[src/rtl/ssd_scan_driver_if.sv]
// rtl/ssd_scan_driver_if.sv - value/handshake and display lines of the seven-segment scan driver
interface ssd_scan_driver_if #(
    parameter int NUM_DIGITS  = 4,
    parameter int VALUE_WIDTH = 13
);
    logic [VALUE_WIDTH-1:0] value;
    logic                   is_signed;
    logic                   load;
    logic                   busy;
    logic                   overflow;
    logic [NUM_DIGITS-1:0]  anode;
    logic [6:0]             segments;

    modport master (
        output value, is_signed, load,
        input  busy, overflow, anode, segments
    );

    modport slave (
        input  value, is_signed, load,
        output busy, overflow, anode, segments
    );
endinterface

[src/rtl/ssd_scan_driver.sv]
// rtl/ssd_scan_driver.sv - binary-to-BCD seven-segment scan driver with sign, blanking and overflow
module ssd_scan_driver #(
    parameter int NUM_DIGITS  = 4,
    parameter int VALUE_WIDTH = 13,
    parameter int REFRESH_DIV = 100000,
    parameter int ACTIVE_LOW  = 1,
    parameter int LZ_BLANK    = 1
) (
    input  logic             clk,
    input  logic             rst,
    ssd_scan_driver_if.slave bus
);
    localparam int BCD_DIGITS = (VALUE_WIDTH * 30103 + 99999) / 100000 + 1;
    localparam int BW         = 4 * BCD_DIGITS;
    localparam int EXT_DIGITS = (NUM_DIGITS > BCD_DIGITS) ? NUM_DIGITS : BCD_DIGITS;
    localparam int EW         = 4 * EXT_DIGITS;
    localparam int CW         = $clog2(VALUE_WIDTH + 1);
    localparam int RW         = $clog2(REFRESH_DIV);
    localparam int IW         = $clog2(NUM_DIGITS);
    localparam logic [3:0] SYM_DASH  = 4'd10;
    localparam logic [3:0] SYM_BLANK = 4'd11;

    typedef enum logic [1:0] {IDLE, CONVERT, COMMIT} state_t;

    state_t                 state, state_nxt;
    logic [VALUE_WIDTH-1:0] bin;
    logic [BW-1:0]          bcd, bcd_adj;
    logic [EW-1:0]          bcd_ext;
    logic [CW-1:0]          iter;
    logic                   neg;
    logic [3:0]             disp [NUM_DIGITS];
    logic [3:0]             disp_nxt [NUM_DIGITS];
    logic                   ovf, ovf_nxt, upper_nz;
    logic [IW-1:0]          msd;
    logic [RW-1:0]          rcnt;
    logic [IW-1:0]          idx;
    logic [NUM_DIGITS-1:0]  anode_q;
    logic [6:0]             seg_q;

    function automatic logic [6:0] seg_code(input logic [3:0] sym);
        logic [6:0] c;
        case (sym)
            4'd0:    c = 7'h40;
            4'd1:    c = 7'h79;
            4'd2:    c = 7'h24;
            4'd3:    c = 7'h30;
            4'd4:    c = 7'h19;
            4'd5:    c = 7'h12;
            4'd6:    c = 7'h02;
            4'd7:    c = 7'h78;
            4'd8:    c = 7'h00;
            4'd9:    c = 7'h10;
            4'd10:   c = 7'h3F;
            default: c = 7'h7F;
        endcase
        return (ACTIVE_LOW != 0) ? c : ~c;
    endfunction

    always_ff @(posedge clk or posedge rst) begin
        if (rst) state <= IDLE;
        else     state <= state_nxt;
    end

    always_comb begin
        state_nxt = state;
        case (state)
            IDLE:    if (bus.load) state_nxt = CONVERT;
            CONVERT: if (iter == CW'(VALUE_WIDTH - 1)) state_nxt = COMMIT;
            COMMIT:  state_nxt = IDLE;
            default: state_nxt = IDLE;
        endcase
    end

    assign bus.busy = (state != IDLE);

    // Double-dabble: add 3 to every digit >= 5, then shift the next binary bit in.
    always_comb begin
        bcd_adj = bcd;
        for (int d = 0; d < BCD_DIGITS; d++)
            if (bcd[4*d +: 4] >= 4'd5) bcd_adj[4*d +: 4] = bcd[4*d +: 4] + 4'd3;
    end

    always_ff @(posedge clk or posedge rst) begin
        if (rst) begin
            bin  <= '0;
            bcd  <= '0;
            iter <= '0;
            neg  <= 1'b0;
        end else begin
            case (state)
                IDLE: if (bus.load) begin
                    neg  <= bus.is_signed & bus.value[VALUE_WIDTH-1];
                    bin  <= (bus.is_signed & bus.value[VALUE_WIDTH-1]) ? -bus.value : bus.value;
                    bcd  <= '0;
                    iter <= '0;
                end
                CONVERT: begin
                    {bcd, bin} <= {bcd_adj, bin} << 1;
                    iter       <= iter + 1'b1;
                end
                default: ;
            endcase
        end
    end

    assign bcd_ext = EW'(bcd);

    always_comb begin
        upper_nz = 1'b0;
        for (int d = NUM_DIGITS; d < EXT_DIGITS; d++)
            if (bcd_ext[4*d +: 4] != 4'd0) upper_nz = 1'b1;
        msd = '0;
        for (int d = 0; d < NUM_DIGITS; d++)
            if (bcd_ext[4*d +: 4] != 4'd0) msd = IW'(d);
        // A negative value also needs the top display digit for its '-'.
        ovf_nxt = upper_nz | (neg & (msd == IW'(NUM_DIGITS - 1)));
        for (int d = 0; d < NUM_DIGITS; d++) begin
            if (ovf_nxt)
                disp_nxt[d] = SYM_DASH;
            else if (neg && ((LZ_BLANK != 0) ? (d == int'(msd) + 1) : (d == NUM_DIGITS - 1)))
                disp_nxt[d] = SYM_DASH;
            else if ((LZ_BLANK != 0) && (d > int'(msd)))
                disp_nxt[d] = SYM_BLANK;
            else
                disp_nxt[d] = bcd_ext[4*d +: 4];
        end
    end

    always_ff @(posedge clk or posedge rst) begin
        if (rst) begin
            ovf <= 1'b0;
            for (int d = 0; d < NUM_DIGITS; d++) disp[d] <= SYM_BLANK;
        end else if (state == COMMIT) begin
            ovf <= ovf_nxt;
            for (int d = 0; d < NUM_DIGITS; d++) disp[d] <= disp_nxt[d];
        end
    end

    assign bus.overflow = ovf;

    always_ff @(posedge clk or posedge rst) begin
        if (rst) begin
            rcnt    <= '0;
            idx     <= '0;
            anode_q <= (ACTIVE_LOW != 0) ? '1 : '0;
            seg_q   <= seg_code(SYM_BLANK);
        end else begin
            if (rcnt == RW'(REFRESH_DIV - 1)) begin
                rcnt <= '0;
                idx  <= (idx == IW'(NUM_DIGITS - 1)) ? '0 : idx + 1'b1;
            end else begin
                rcnt <= rcnt + 1'b1;
            end
            anode_q <= (ACTIVE_LOW != 0) ? ~({{(NUM_DIGITS-1){1'b0}}, 1'b1} << idx)
                                         :  ({{(NUM_DIGITS-1){1'b0}}, 1'b1} << idx);
            seg_q   <= seg_code(disp[idx]);
        end
    end

    assign bus.anode    = anode_q;
    assign bus.segments = seg_q;
endmodule

[src/flat_wrapper.sv]
// flat-port wrapper written by rule: the top's interface ports become plain ports
module ssd_scan_driver_flat 
#(
    parameter int NUM_DIGITS  = 4,
    parameter int VALUE_WIDTH = 13,
    parameter int REFRESH_DIV = 100000,
    parameter int ACTIVE_LOW  = 1,
    parameter int LZ_BLANK    = 1
)
  (clk, rst, bus_value, bus_is_signed, bus_load, bus_busy, bus_overflow, bus_anode, bus_segments);
  ssd_scan_driver_if #(.NUM_DIGITS(NUM_DIGITS), .VALUE_WIDTH(VALUE_WIDTH)) bus_i ();
  input  logic clk;
  input  logic rst;
  input wire logic [$bits(bus_i.value)-1:0] bus_value;
  input wire logic [$bits(bus_i.is_signed)-1:0] bus_is_signed;
  input wire logic [$bits(bus_i.load)-1:0] bus_load;
  output wire logic [$bits(bus_i.busy)-1:0] bus_busy;
  output wire logic [$bits(bus_i.overflow)-1:0] bus_overflow;
  output wire logic [$bits(bus_i.anode)-1:0] bus_anode;
  output wire logic [$bits(bus_i.segments)-1:0] bus_segments;
  assign bus_i.value = bus_value;
  assign bus_i.is_signed = bus_is_signed;
  assign bus_i.load = bus_load;
  assign bus_busy = bus_i.busy;
  assign bus_overflow = bus_i.overflow;
  assign bus_anode = bus_i.anode;
  assign bus_segments = bus_i.segments;
  ssd_scan_driver #(.NUM_DIGITS(NUM_DIGITS), .VALUE_WIDTH(VALUE_WIDTH), .REFRESH_DIV(REFRESH_DIV), .ACTIVE_LOW(ACTIVE_LOW), .LZ_BLANK(LZ_BLANK)) u_core (.clk(clk), .rst(rst), .bus(bus_i));
endmodule
[config.mk]
export PLATFORM = sky130hd
export DESIGN_NAME = ssd_scan_driver_flat
export DESIGN_NICKNAME = d
export VERILOG_FILES = /design/src/rtl/ssd_scan_driver_if.sv /design/src/rtl/ssd_scan_driver.sv /design/src/flat_wrapper.sv
export SDC_FILE = /design/constraint.sdc
export NUM_CORES = 1
export LEC_CHECK = 0
export ABC_CLOCK_PERIOD_IN_PS = 7000
export BUFFER_PORTS_ARGS = -buffer_cell sky130_fd_sc_hd__buf_4
export CORE_MARGIN = 5
export CORE_UTILIZATION = 63
export DETAILED_ROUTE_END_ITERATION = 8
export PLACE_DENSITY = 0.8
export SYNTH_ARGS = -nofsm -noshare
export SYNTH_HDL_FRONTEND = slang
export SYNTH_SLANG_ARGS = --single-unit
[constraint.sdc]
create_clock -name clk -period 7 [get_ports clk]
set_input_delay 0.7 -clock clk [delete_from_list [all_inputs] [get_ports clk]]
set_output_delay 0.7 -clock clk [all_outputs]
set_load 0.03 [all_outputs]
==> summary by stage <==
CTS
Buffers inserted to repair hold after CTS numbered 0. The clock slew seen by the registers of the worst setup and hold paths is 90 ps. The cell chosen for the clock root is clkbuf_8. The H-tree was split into 3 levels.

Counting the buffers created by CTS gives 9. The CTS tree is done. For the worst-skew pair, the clock arrives at the later sink with an insertion delay of 360 ps.

After clock tree synthesis, the repair step resized 0 gates. The buffer depth of the longest clock path is 2. For this design, the sink count on the clock tree is 87. The number of setup buffers added after CTS is 0.

Pwr
The design draws 1.983 mW. The peak ir drop on the vdd network is 0.0001782 V. Power spread over the standard cell area amounts to 385.7 nW/um^2. The leakage power figure is 2.221 nW.

Logic synthesis
During synthesis, Yosys emitted a total of 0 warnings. The synthesized net count is 473. Synthesis produced a netlist whose cell count is 433.

Synthesis inferred 87 register bits. The synthesized netlist contains 56 unique library cells. The flip-flop cell with the highest count after synthesis is dfrtp_1.

The number of flops mapped to enable cells by yosys is 0. The synthesized netlist occupies a cell area of 4574 sq um. In the synthesized netlist the async set-or-reset flop fraction comes to 1.000. The area share of the largest cell type after synthesis is 0.3501.

The proportion of synthesized chip area in sequential cells is 0.4822. The average cell area after synthesis is roughly 11 sq um. dfrtp_1 takes more of the synthesized area than any other cell.

By area the synthesized netlist is led by dfrtp_1 35%, dfstp_2 13%, ha_1 6.3%.

Layout
Leaving out fill and tap cells, the most frequent cells in the layout are 64 x dfrtp_1, 32 x buf_4, 30 x nand2_1. The finished cells cover 5141 sq um. The final core utilization is 0.7165. The filler cells instantiated in the layout total 530. The most common cell after layout, fill and taps aside is dfrtp_1.

The growth of design area from synthesis to finish is 12.39%. The fraction of final layout cells sized beyond drive strength 1 is 0.1983. The storage element area is ~2200 sq um.

The area of combinational cells with multiple inputs is 2200 sq um. In the final design database the tool counted 499 nets. The antenna diode count is 0.

Timing
At the pin with the least slew margin, the transition time is 883.9 ps. The final cycle utilization of the critical path is 0.3340. The setup clock skew after layout is 11.59 ps. The worst hold slack after final layout is 416.9 ps. The smallest clock period supported by the final layout is computed as 2338 ps.

Setup repair after global routing left no endpoint under its margin. The top achievable clock speed is between 0.4 and 0.5 GHz. The count of final max-slew check failures came to 0. The setup-violating endpoint count in the final report is 0. The total negative slack for setup checks is 0 ps. The worst pin sits at a relative slew slack of 0.4053.

The hold violation total from the final report is 0.

Place
The post-placement cell area is 4872 sq um. After legalization and detailed placement, the total HPWL measured 6592 microns. Input and output buffers added on the ports amount to 29. Routability-driven placement finished with a final weighted congestion of 0.8348.

Drt
The average wire length per cell after detail routing is 16.41 microns. The detailed-route via count is 3403. The wire length reported by the detailed router is about 9000 microns. In the detailed route, the total length drawn on met2 is 4670 microns. In the detailed route, the total length drawn on met3 is approximately 310 microns.

The DRC violation count after routing is 0. The highest layer touched by signal routing is met4. The detailed router put a total of 4046 microns of wire on met1. The detail-routed via count per cell is a little over 6. The number of nets still failing antenna checks after routing is 0. The pre-antenna-repair detailed-routing pass consisted of 4 iterations. For this block, the initial DRC count from the detailed router was 249.

Worst setup path
STA puts the critical path data arrival time at between 2000 and 3000 ps. In this run the register-to-register setup slack is 4660 ps. The highest fanout seen on the critical path is 8. The classification of the worst setup path is register to register. The startpoint class of the critical path is a register. The worst path required time is 7290 ps. The critical path endpoint category is a register.

Job
The tool flagged a number of max-cap violations equal to 0.

Die
In this run the vertical extent of the chip is 95.21 microns. The total I/O pin count is 30. The width of the die is 95.21 microns.

The initial core utilization is 0.6375. The count of standard-cell rows is 31. The die covers slightly above 9000 sq um. The total core area is 7176 sq um.

GRT
The number of global-route vias before repair is about 3500. The global-route wire length before repair is 16010 microns. After global routing the overflow that remains totals 0. The number of antenna violations at the first check in global routing came to 0. Entering global routing, the biggest net connects 49 pins.

Across every metal layer, demand over resource in global routing totals 0.2287.

Hold path
The worst hold path class is primary input to asynchronous set/reset pin.

Status
The run finished with clean final reports.
state kept, by name, summed over array words and instances (netlist names):
register	cells
u_core.bcd	20
u_core.rcnt	17
u_core.disp	16
u_core.bin	13
u_core.bus.segments	7
u_core.bus.anode	4
u_core.iter	4
u_core.idx	2
u_core.state	2
u_core.bus.overflow	1
u_core.neg	1
layout make-up:
cell class / instances / area share
flip-flops and latches: 87 / 0.4291
multi-input cells: 302 / 0.4278
repair buffers: 32 / 0.04673
clock inverters: 7 / 0.02823
clock buffers: 9 / 0.02409
well taps: 99 / 0.02409
inverters: 27 / 0.01996
worst paths after layout:
path	to	cells past startpoint	from
max	u_core.disp[5]	6	u_core.bcd[12]
min	u_core.bcd[2]	2	rst
max reg2reg	u_core.disp[5]	6	u_core.bcd[12]
min reg2reg	u_core.disp[12]	2	u_core.disp[12]
max in group asynchronous	u_core.bin[1]	3	rst
min in group clk	u_core.disp[12]	2	u_core.disp[12]
metrics by stage:
| step | worst slack, ps | std cells |
|---|---|---|
| after floorplan | 4088 | 433 |
| after global placement | 4536 | 547 |
| after detailed placement | 4486 | 547 |
| after CTS | 4682 | 563 |
| after global routing | 4523 | 563 |
| final | 4662 | 563 |
logic make-up after synthesis:
logic type      count (synthesis)  synth area share
flops                          87            0.4822
simple gates                  125            0.1439
mux                            16           0.04924
xor+xnor                       30           0.05744
buf+inv                        44           0.03693
compound gates                108            0.1674
fa+ha+maj                      23           0.06291
power breakdown:
group / internal, mW / leakage (nW) / switching [mW]
Clock: 0.274 / 0.130 / 0.180
Combinational: 0.326 / 1.02 / 0.403
Sequential: 0.673 / 1.07 / 0.127
metal layers:
layer | vias up | global-route usage
met2 | 68 | 0.3843
met1 | 1701 | 0.2856
met5 | - | 0
met4 | 0 | 0.1058
met3 | 16 | 0.04262
li1 | 1618 | -
synth_stat cells (9+ instances only):
| library cell | number |
|---|---|
| dfstp_2 | 23 |
| nand2_1 | 30 |
| nand3_1 | 18 |
| xnor2_1 | 25 |
| dfrtp_1 | 64 |
| mux2i_1 | 9 |
| a22o_1 | 9 |
| clkbuf_1 | 13 |
| o21ai_0 | 21 |
| nor2_1 | 24 |
| ha_1 | 23 |
| o22ai_1 | 10 |
| inv_1 | 27 |
| a21oi_1 | 21 |
critical path, stage by stage (launching register included):
cell and delay, ps:
dfrtp_1 400, inv_1 130, ha_1 250, or3b_4 440, a2111oi_4 640, nand2_1 190, o22a_1 220
No activity file was read; power rests on OpenSTA's default activity.
